<file path="config.mk">
export PLATFORM = sky130hd
export DESIGN_NAME = muldiv_unit
export DESIGN_NICKNAME = d
export VERILOG_FILES = /design/src/rtl/mdu_pkg.sv /design/src/rtl/mdu_divstep.sv /design/src/rtl/muldiv_unit.sv
export SDC_FILE = /design/constraint.sdc
export NUM_CORES = 2
export LEC_CHECK = 0
export BUFFER_PORTS_ARGS = -buffer_cell sky130_fd_sc_hd__buf_4
export CAP_MARGIN = 20
export CORE_ASPECT_RATIO = 1.25
export CORE_MARGIN = 1.5
export CORE_UTILIZATION = 30
export DETAILED_ROUTE_END_ITERATION = 8
export PLACE_DENSITY = 0.54
export SLEW_MARGIN = 20
export SYNTH_ARGS = -nofsm -noshare
export SYNTH_HDL_FRONTEND = slang
export SYNTH_HIERARCHICAL = 1
export SYNTH_SLANG_ARGS = --single-unit
export TNS_END_PERCENT = 20
</file>
<file path="constraint.sdc">
create_clock -name clk -period 28.6 [get_ports clk]
set_clock_uncertainty 0.15 [all_clocks]
set_input_delay 1.43 -clock clk [delete_from_list [all_inputs] [get_ports clk]]
set_output_delay 1.43 -clock clk [all_outputs]
set_load 0.03 [all_outputs]
</file>
<file path="src/rtl/mdu_pkg.sv">
// Shared definitions for the multiply/divide unit: op encodings, FSM states
// and the iteration counter sizing helper.
package mdu_pkg;

   typedef enum logic [1:0] {
      MDU_MULT  = 2'b00,
      MDU_MULTU = 2'b01,
      MDU_DIV   = 2'b10,
      MDU_DIVU  = 2'b11
   } mdu_op_e;

   typedef enum logic [1:0] {
      IDLE = 2'b00,
      MUL  = 2'b01,
      DIV  = 2'b10,
      DONE = 2'b11
   } mdu_state_e;

   function automatic int cnt_width(input int width);
      return $clog2(width) + 1;
   endfunction

endpackage

</file>
<file path="src/rtl/mdu_divstep.sv">
// One combinational restoring-division step: shift in the next dividend bit
// and subtract the divisor when it fits.
module mdu_divstep #(
   parameter int WIDTH = 32
) (
   input  logic [WIDTH-1:0] rem_i,
   input  logic [WIDTH-1:0] quo_i,
   input  logic [WIDTH-1:0] div_i,
   output logic [WIDTH-1:0] rem_o,
   output logic [WIDTH-1:0] quo_o
);

   logic [WIDTH:0] rem_sh;
   logic [WIDTH:0] diff;

   always_comb begin
      rem_sh = {rem_i, quo_i[WIDTH-1]};
      diff   = rem_sh - {1'b0, div_i};
      // The remainder stays below the divisor, so bit WIDTH of diff is a pure borrow.
      if (!diff[WIDTH]) begin
         rem_o = diff[WIDTH-1:0];
         quo_o = {quo_i[WIDTH-2:0], 1'b1};
      end else begin
         rem_o = rem_sh[WIDTH-1:0];
         quo_o = {quo_i[WIDTH-2:0], 1'b0};
      end
   end

endmodule

</file>
<file path="src/rtl/muldiv_unit.sv">
// Multi-cycle MULT/MULTU/DIV/DIVU unit producing HI/LO with a start/ready/ack
// handshake; results are held until acknowledged, cancel_i aborts any operation.
module muldiv_unit
   import mdu_pkg::*;
#(
   parameter int WIDTH    = 32,
   parameter bit FAST_MUL = 1'b1
) (
   input  logic             clk,
   input  logic             rst,
   input  logic             start_i,
   input  logic [1:0]       op_i,
   input  logic [WIDTH-1:0] src_a_i,
   input  logic [WIDTH-1:0] src_b_i,
   input  logic             cancel_i,
   input  logic             ack_i,
   output logic             busy_o,
   output logic             ready_o,
   output logic [WIDTH-1:0] hi_o,
   output logic [WIDTH-1:0] lo_o,
   output logic             div_by_zero_o
);

   localparam int CW = cnt_width(WIDTH);

   mdu_state_e       state_q, state_d;
   mdu_op_e          op_q, op_d, op_in;
   logic             sign_a_q, sign_a_d, sign_b_q, sign_b_d;
   logic [CW-1:0]    cnt_q, cnt_d;
   logic [WIDTH-1:0] opnd_q, opnd_d;
   logic [WIDTH-1:0] hi_q, hi_d, lo_q, lo_d;
   logic             dbz_q, dbz_d;

   logic             in_signed, in_sa, in_sb, accept;
   logic [WIDTH-1:0] abs_a, abs_b;
   logic [2*WIDTH-1:0] ext_a, ext_b, fast_prod, prod_neg;
   logic [WIDTH:0]   mul_sum;
   logic [WIDTH-1:0] step_hi, step_lo, div_rem, div_quo;

   // hi_q holds the partial remainder and lo_q the dividend/quotient while dividing.
   mdu_divstep #(.WIDTH(WIDTH)) u_divstep (
      .rem_i (hi_q),
      .quo_i (lo_q),
      .div_i (opnd_q),
      .rem_o (div_rem),
      .quo_o (div_quo)
   );

   always_comb begin
      op_in     = mdu_op_e'(op_i);
      in_signed = (op_in == MDU_MULT) || (op_in == MDU_DIV);
      in_sa     = in_signed & src_a_i[WIDTH-1];
      in_sb     = in_signed & src_b_i[WIDTH-1];
      abs_a     = in_sa ? -src_a_i : src_a_i;
      abs_b     = in_sb ? -src_b_i : src_b_i;
      ext_a     = in_signed ? {{WIDTH{src_a_i[WIDTH-1]}}, src_a_i} : {{WIDTH{1'b0}}, src_a_i};
      ext_b     = in_signed ? {{WIDTH{src_b_i[WIDTH-1]}}, src_b_i} : {{WIDTH{1'b0}}, src_b_i};
      fast_prod = ext_a * ext_b;

      // Shift-add step: {hi, lo} shifts right, multiplier bits consumed from lo[0].
      mul_sum  = {1'b0, hi_q} + ({1'b0, opnd_q} & {(WIDTH+1){lo_q[0]}});
      step_hi  = mul_sum[WIDTH:1];
      step_lo  = {mul_sum[0], lo_q[WIDTH-1:1]};
      prod_neg = -{step_hi, step_lo};

      accept = start_i && !cancel_i &&
               ((state_q == IDLE) || ((state_q == DONE) && ack_i));
   end

   always_comb begin
      state_d  = state_q;
      op_d     = op_q;
      sign_a_d = sign_a_q;
      sign_b_d = sign_b_q;
      cnt_d    = cnt_q;
      opnd_d   = opnd_q;
      hi_d     = hi_q;
      lo_d     = lo_q;
      dbz_d    = dbz_q;

      unique case (state_q)
         MUL: begin
            cnt_d = cnt_q - CW'(1);
            hi_d  = step_hi;
            lo_d  = step_lo;
            if (cnt_q <= CW'(1)) begin
               if ((op_q == MDU_MULT) && (sign_a_q ^ sign_b_q)) begin
                  {hi_d, lo_d} = prod_neg;
               end
               state_d = DONE;
            end
         end
         DIV: begin
            cnt_d = cnt_q - CW'(1);
            hi_d  = div_rem;
            lo_d  = div_quo;
            if (cnt_q <= CW'(1)) begin
               if (op_q == MDU_DIV) begin
                  if (sign_a_q ^ sign_b_q) lo_d = -div_quo;
                  if (sign_a_q)            hi_d = -div_rem;
               end
               state_d = DONE;
            end
         end
         DONE: begin
            if (ack_i) begin
               state_d = IDLE;
               dbz_d   = 1'b0;
            end
         end
         default: ;
      endcase

      if (accept) begin
         op_d     = op_in;
         sign_a_d = in_sa;
         sign_b_d = in_sb;
         dbz_d    = 1'b0;
         if (!op_in[1]) begin
            if (FAST_MUL) begin
               {hi_d, lo_d} = fast_prod;
               state_d      = DONE;
            end else begin
               hi_d    = '0;
               lo_d    = abs_b;
               opnd_d  = abs_a;
               cnt_d   = CW'(WIDTH);
               state_d = MUL;
            end
         end else if (src_b_i == '0) begin
            hi_d    = src_a_i;
            lo_d    = '1;
            dbz_d   = 1'b1;
            state_d = DONE;
         end else begin
            hi_d    = '0;
            lo_d    = abs_a;
            opnd_d  = abs_b;
            cnt_d   = CW'(WIDTH);
            state_d = DIV;
         end
      end

      if (cancel_i) begin
         state_d = IDLE;
         dbz_d   = 1'b0;
      end
   end

   always_ff @(posedge clk) begin
      if (rst) begin
         state_q  <= IDLE;
         op_q     <= MDU_MULT;
         sign_a_q <= 1'b0;
         sign_b_q <= 1'b0;
         cnt_q    <= '0;
         opnd_q   <= '0;
         hi_q     <= '0;
         lo_q     <= '0;
         dbz_q    <= 1'b0;
      end else begin
         state_q  <= state_d;
         op_q     <= op_d;
         sign_a_q <= sign_a_d;
         sign_b_q <= sign_b_d;
         cnt_q    <= cnt_d;
         opnd_q   <= opnd_d;
         hi_q     <= hi_d;
         lo_q     <= lo_d;
         dbz_q    <= dbz_d;
      end
   end

   assign busy_o        = (state_q == MUL) || (state_q == DIV);
   assign ready_o       = (state_q == DONE);
   assign hi_o          = hi_q;
   assign lo_o          = lo_q;
   assign div_by_zero_o = dbz_q;

endmodule

</file>
==> impl_summary.txt <==
----------------------------------------------------
[Place]
  Post-detail-place hpwl ... 173900 µm
  Final weighted congestion in routability-driven placement ... 0.9766
  Port Buf Inserts ... 137

[Setup path]
  Slowest stage cell, crit path ... fa_1
  Max incr delay on CP ... 0.89 ns
  Cell repeated most along the worst path ... fa_1
  Startpoint-to-endpoint class of the critical path ... in -> reg
  Required time of the critical path ... 28.77 ns
  Data arrival at the endpoint of the critical path ... 11.88 ns
  Maximum fanout along the worst path ... 51
  Type of element launching the critical path ... input pin
  Critical Path End Type ... register

[Global routing]
  Pin count of the biggest net entering global routing ... 75
  Met3 usage ... 0.02466
  First-pass GRT wire length ... 327800 µm
  Via count of the first global-routing pass ... 52190
  Met2 Resource Use GR ... 0.3682
  Global router's overall resource usage ... 0.2078
  Remaining global-route overflow ... 0
  GRT Max-Usage Layer ... met2
  Antenna violations before repair ... 12
  Routing usage on met1 ... 0.2579

[Synth]
  Count of flip-flops with a built-in enable after synthesis ... 0
  Net count after synthesis ... 8968
  Synth Flop Type ... dfxtp_1
  Cell count after synthesis ... 7092
  Per-instance average area after synthesis ... 8.701 µm²
  Sequential cell area fraction in the yosys report ... 0.03536
  Number of different library cells in the post-synthesis netlist ... 111
  Asr flop ratio synth ... 0
  Synth Warn # ... 6
  Cell area after technology mapping ... 61700 µm²
  Post-synthesis register bit count ... 109

[Timing]
  Final period demand of the worst path ... 11.71 ns
  Maximum clock frequency ... 85.41 MHz
  Fin crit share ... 0.4094
  Max-slew violations ... 0
  Unrepaired setup endpoints after global routing ... false
  Transition time at the pin with the least slew margin ... 1.119 ns
  Slew margin rel. ... 0.2485
  Final hold violation count ... 0
  Accumulated negative setup slack ... 0 ns
  Final setup violation count ... 0

[Floorplanning]
  X dimension of the die ... 408.6 µm
  Die H ... 510.1 µm
  Core Area ... 203900 µm²
  Starting Density ... 0.3026
  Ports placed on the boundary ... 138
  Area of the die ... 208400 µm²
  Number of cell rows ... 185

[Clocking]
  Post CTS Setup Buffer Count ... 0
  TritonCTS buffer count ... 9
  Max Buffers Root-to-Sink ... 2
  Post-cts gate resize count ... 0
  Clock H-tree levels ... 3
  CTS Hold Bufs ... 0
  Count of clock tree sinks ... 109
  Post-CTS clock slew at the launch and capture registers of the worst setup and hold paths ... 0.08 ns
  TritonCTS clock tree ... done
  Clock tree root buffer cell ... clkbuf_16
  Worst-Skew Late Latency ... 0.40 ns

[Cells and area]
  Commonest cells after routing, fill and taps aside ... inv_1 (1583), fa_1 (1421), nand2_1 (859)
  Most common cell after layout, fill and taps aside ... inv_1
  Layout cell share with drive strength beyond 1 ... 0.04314
  Final Net Count ... 8733
  Area growth from synthesis to layout ... 5.432%

[Detailed routing]
  Average detailed-routed wire length per instance ... 22.41 µm
  Number of iterations in the first detailed-routing pass ... 6
  DRC violations left ... 0
  Via count of the routed design ... 48110
  Detailed Route WL ... 214600 µm
  Number of nets still failing antenna checks after routing ... 0
  Drt initial violations ... 3713
  Routed vias/inst ... 5.025

[Job]
  Count of maximum capacitance violations ... 0

[Run status]
  Run status ... finished clean

[Hold path]
  Worst hold-check path type ... reg -> reg

----------------------------------------------------
==> area by class of cell <==
class / instances / area [µm²]
tap: 2711 / 3392
sequential: 109 / 2182
fill: 21510 / 138900
clock buffer: 10 / 239.0
antenna: 1 / 2.502
timing repair buffer: 197 / 1486
inverter: 1585 / 5957
multi-input combinational: 4955 / 51730
clock inverter: 6 / 68.82
==> cells by family after synthesis <==
logic type | after synthesis | synth area share
buf+inv | 2028 | 0.1272
simple gates | 1880 | 0.1467
fa+ha+maj | 1807 | 0.5392
compound gates | 888 | 0.09510
xor+xnor | 350 | 0.04968
flops | 109 | 0.03536
mux | 30 | 0.006712
==> through the flow <==
stage          setup slack (ns)  area, µm²  cells  utilization  hold WS [ns]
2_1_floorplan             17.53      61700   7092            -        0.2903
3_3_place_gp              16.60      64730   9556       0.3174        0.3257
3_5_place_dp              16.52      64730   9556       0.3174        0.3294
4_1_cts                   16.93      65040   9572       0.3189        0.3437
5_1_grt                   16.53      65050   9573       0.3190        0.3595
6_report                  16.89      65060   9574       0.3190        0.3442
==> path summary, 6_finish.rpt <==
| kind | startpoint | to | cells past startpoint | slack [ns] |
|---|---|---|---|---|
| max | src_a_i[31] | hi_o[21] | 29 | 16.89 |
| min | lo_o[0] | lo_o[0] | 2 | 0.34 |
| max reg2reg | lo_o[31] | hi_o[31] | 26 | 21.09 |
| min reg2reg | lo_o[0] | lo_o[0] | 2 | 0.34 |
==> sequential cells by signal, indices dropped and copies added, names as in the netlist <==
name and flops:
sign_a_q 1, cnt_q 6, op_q 2, hi_o 32
opnd_q 32, sign_b_q 1, state_q 2, div_by_zero_o 1
lo_o 32
==> critical path: cells and delay by family <==
| kind | cells | cell delay (ns) |
|---|---|---|
| AOI/OAI and AO/OA | 6 | 1.82 |
| adders and majority gates | 11 | 6.02 |
| buffers and inverters | 7 | 1.47 |
| and+or+nand+nor | 5 | 1.05 |
==> routing by layer <==
layer / up-vias / share of wire / wire length, µm
li1: 21060 / - / -
met1: 25030 / 0.40 / 86550
met2: 1657 / 0.49 / 105800
met3: 367 / 0.060 / 12890
met4: 6 / 0.043 / 9229
met5: - / 0.00020 / 43
==> cell usage after synthesis, drive strengths merged, types with 30 or more instances <==
| cell type | instances | area (µm²) |
|---|---|---|
| nor3 | 60 | 305.3 |
| xor2 | 141 | 1235 |
| nor4 | 31 | 230.2 |
| nand3 | 51 | 255.2 |
| nand4 | 36 | 225.2 |
| a31oi | 38 | 252.7 |
| ha | 384 | 4805 |
| a21oi | 250 | 1262 |
| clkbuf | 343 | 1287 |
| o211ai | 30 | 225.2 |
| o21ai | 173 | 865.8 |
| inv | 1585 | 5957 |
| xnor2 | 209 | 1831 |
| buf | 98 | 584.3 |
| o31ai | 44 | 335.3 |
| nor2 | 243 | 943.4 |
| a211oi | 69 | 528.0 |
| and2 | 453 | 2838 |
| a21o | 70 | 526.8 |
| fa | 1421 | 28450 |
| dfxtp | 109 | 2182 |
| nand2 | 862 | 3238 |
Power is left out: the tool's default activity adds up to more than one toggle a clock period on the data nets, which glitch-free logic cannot reach.
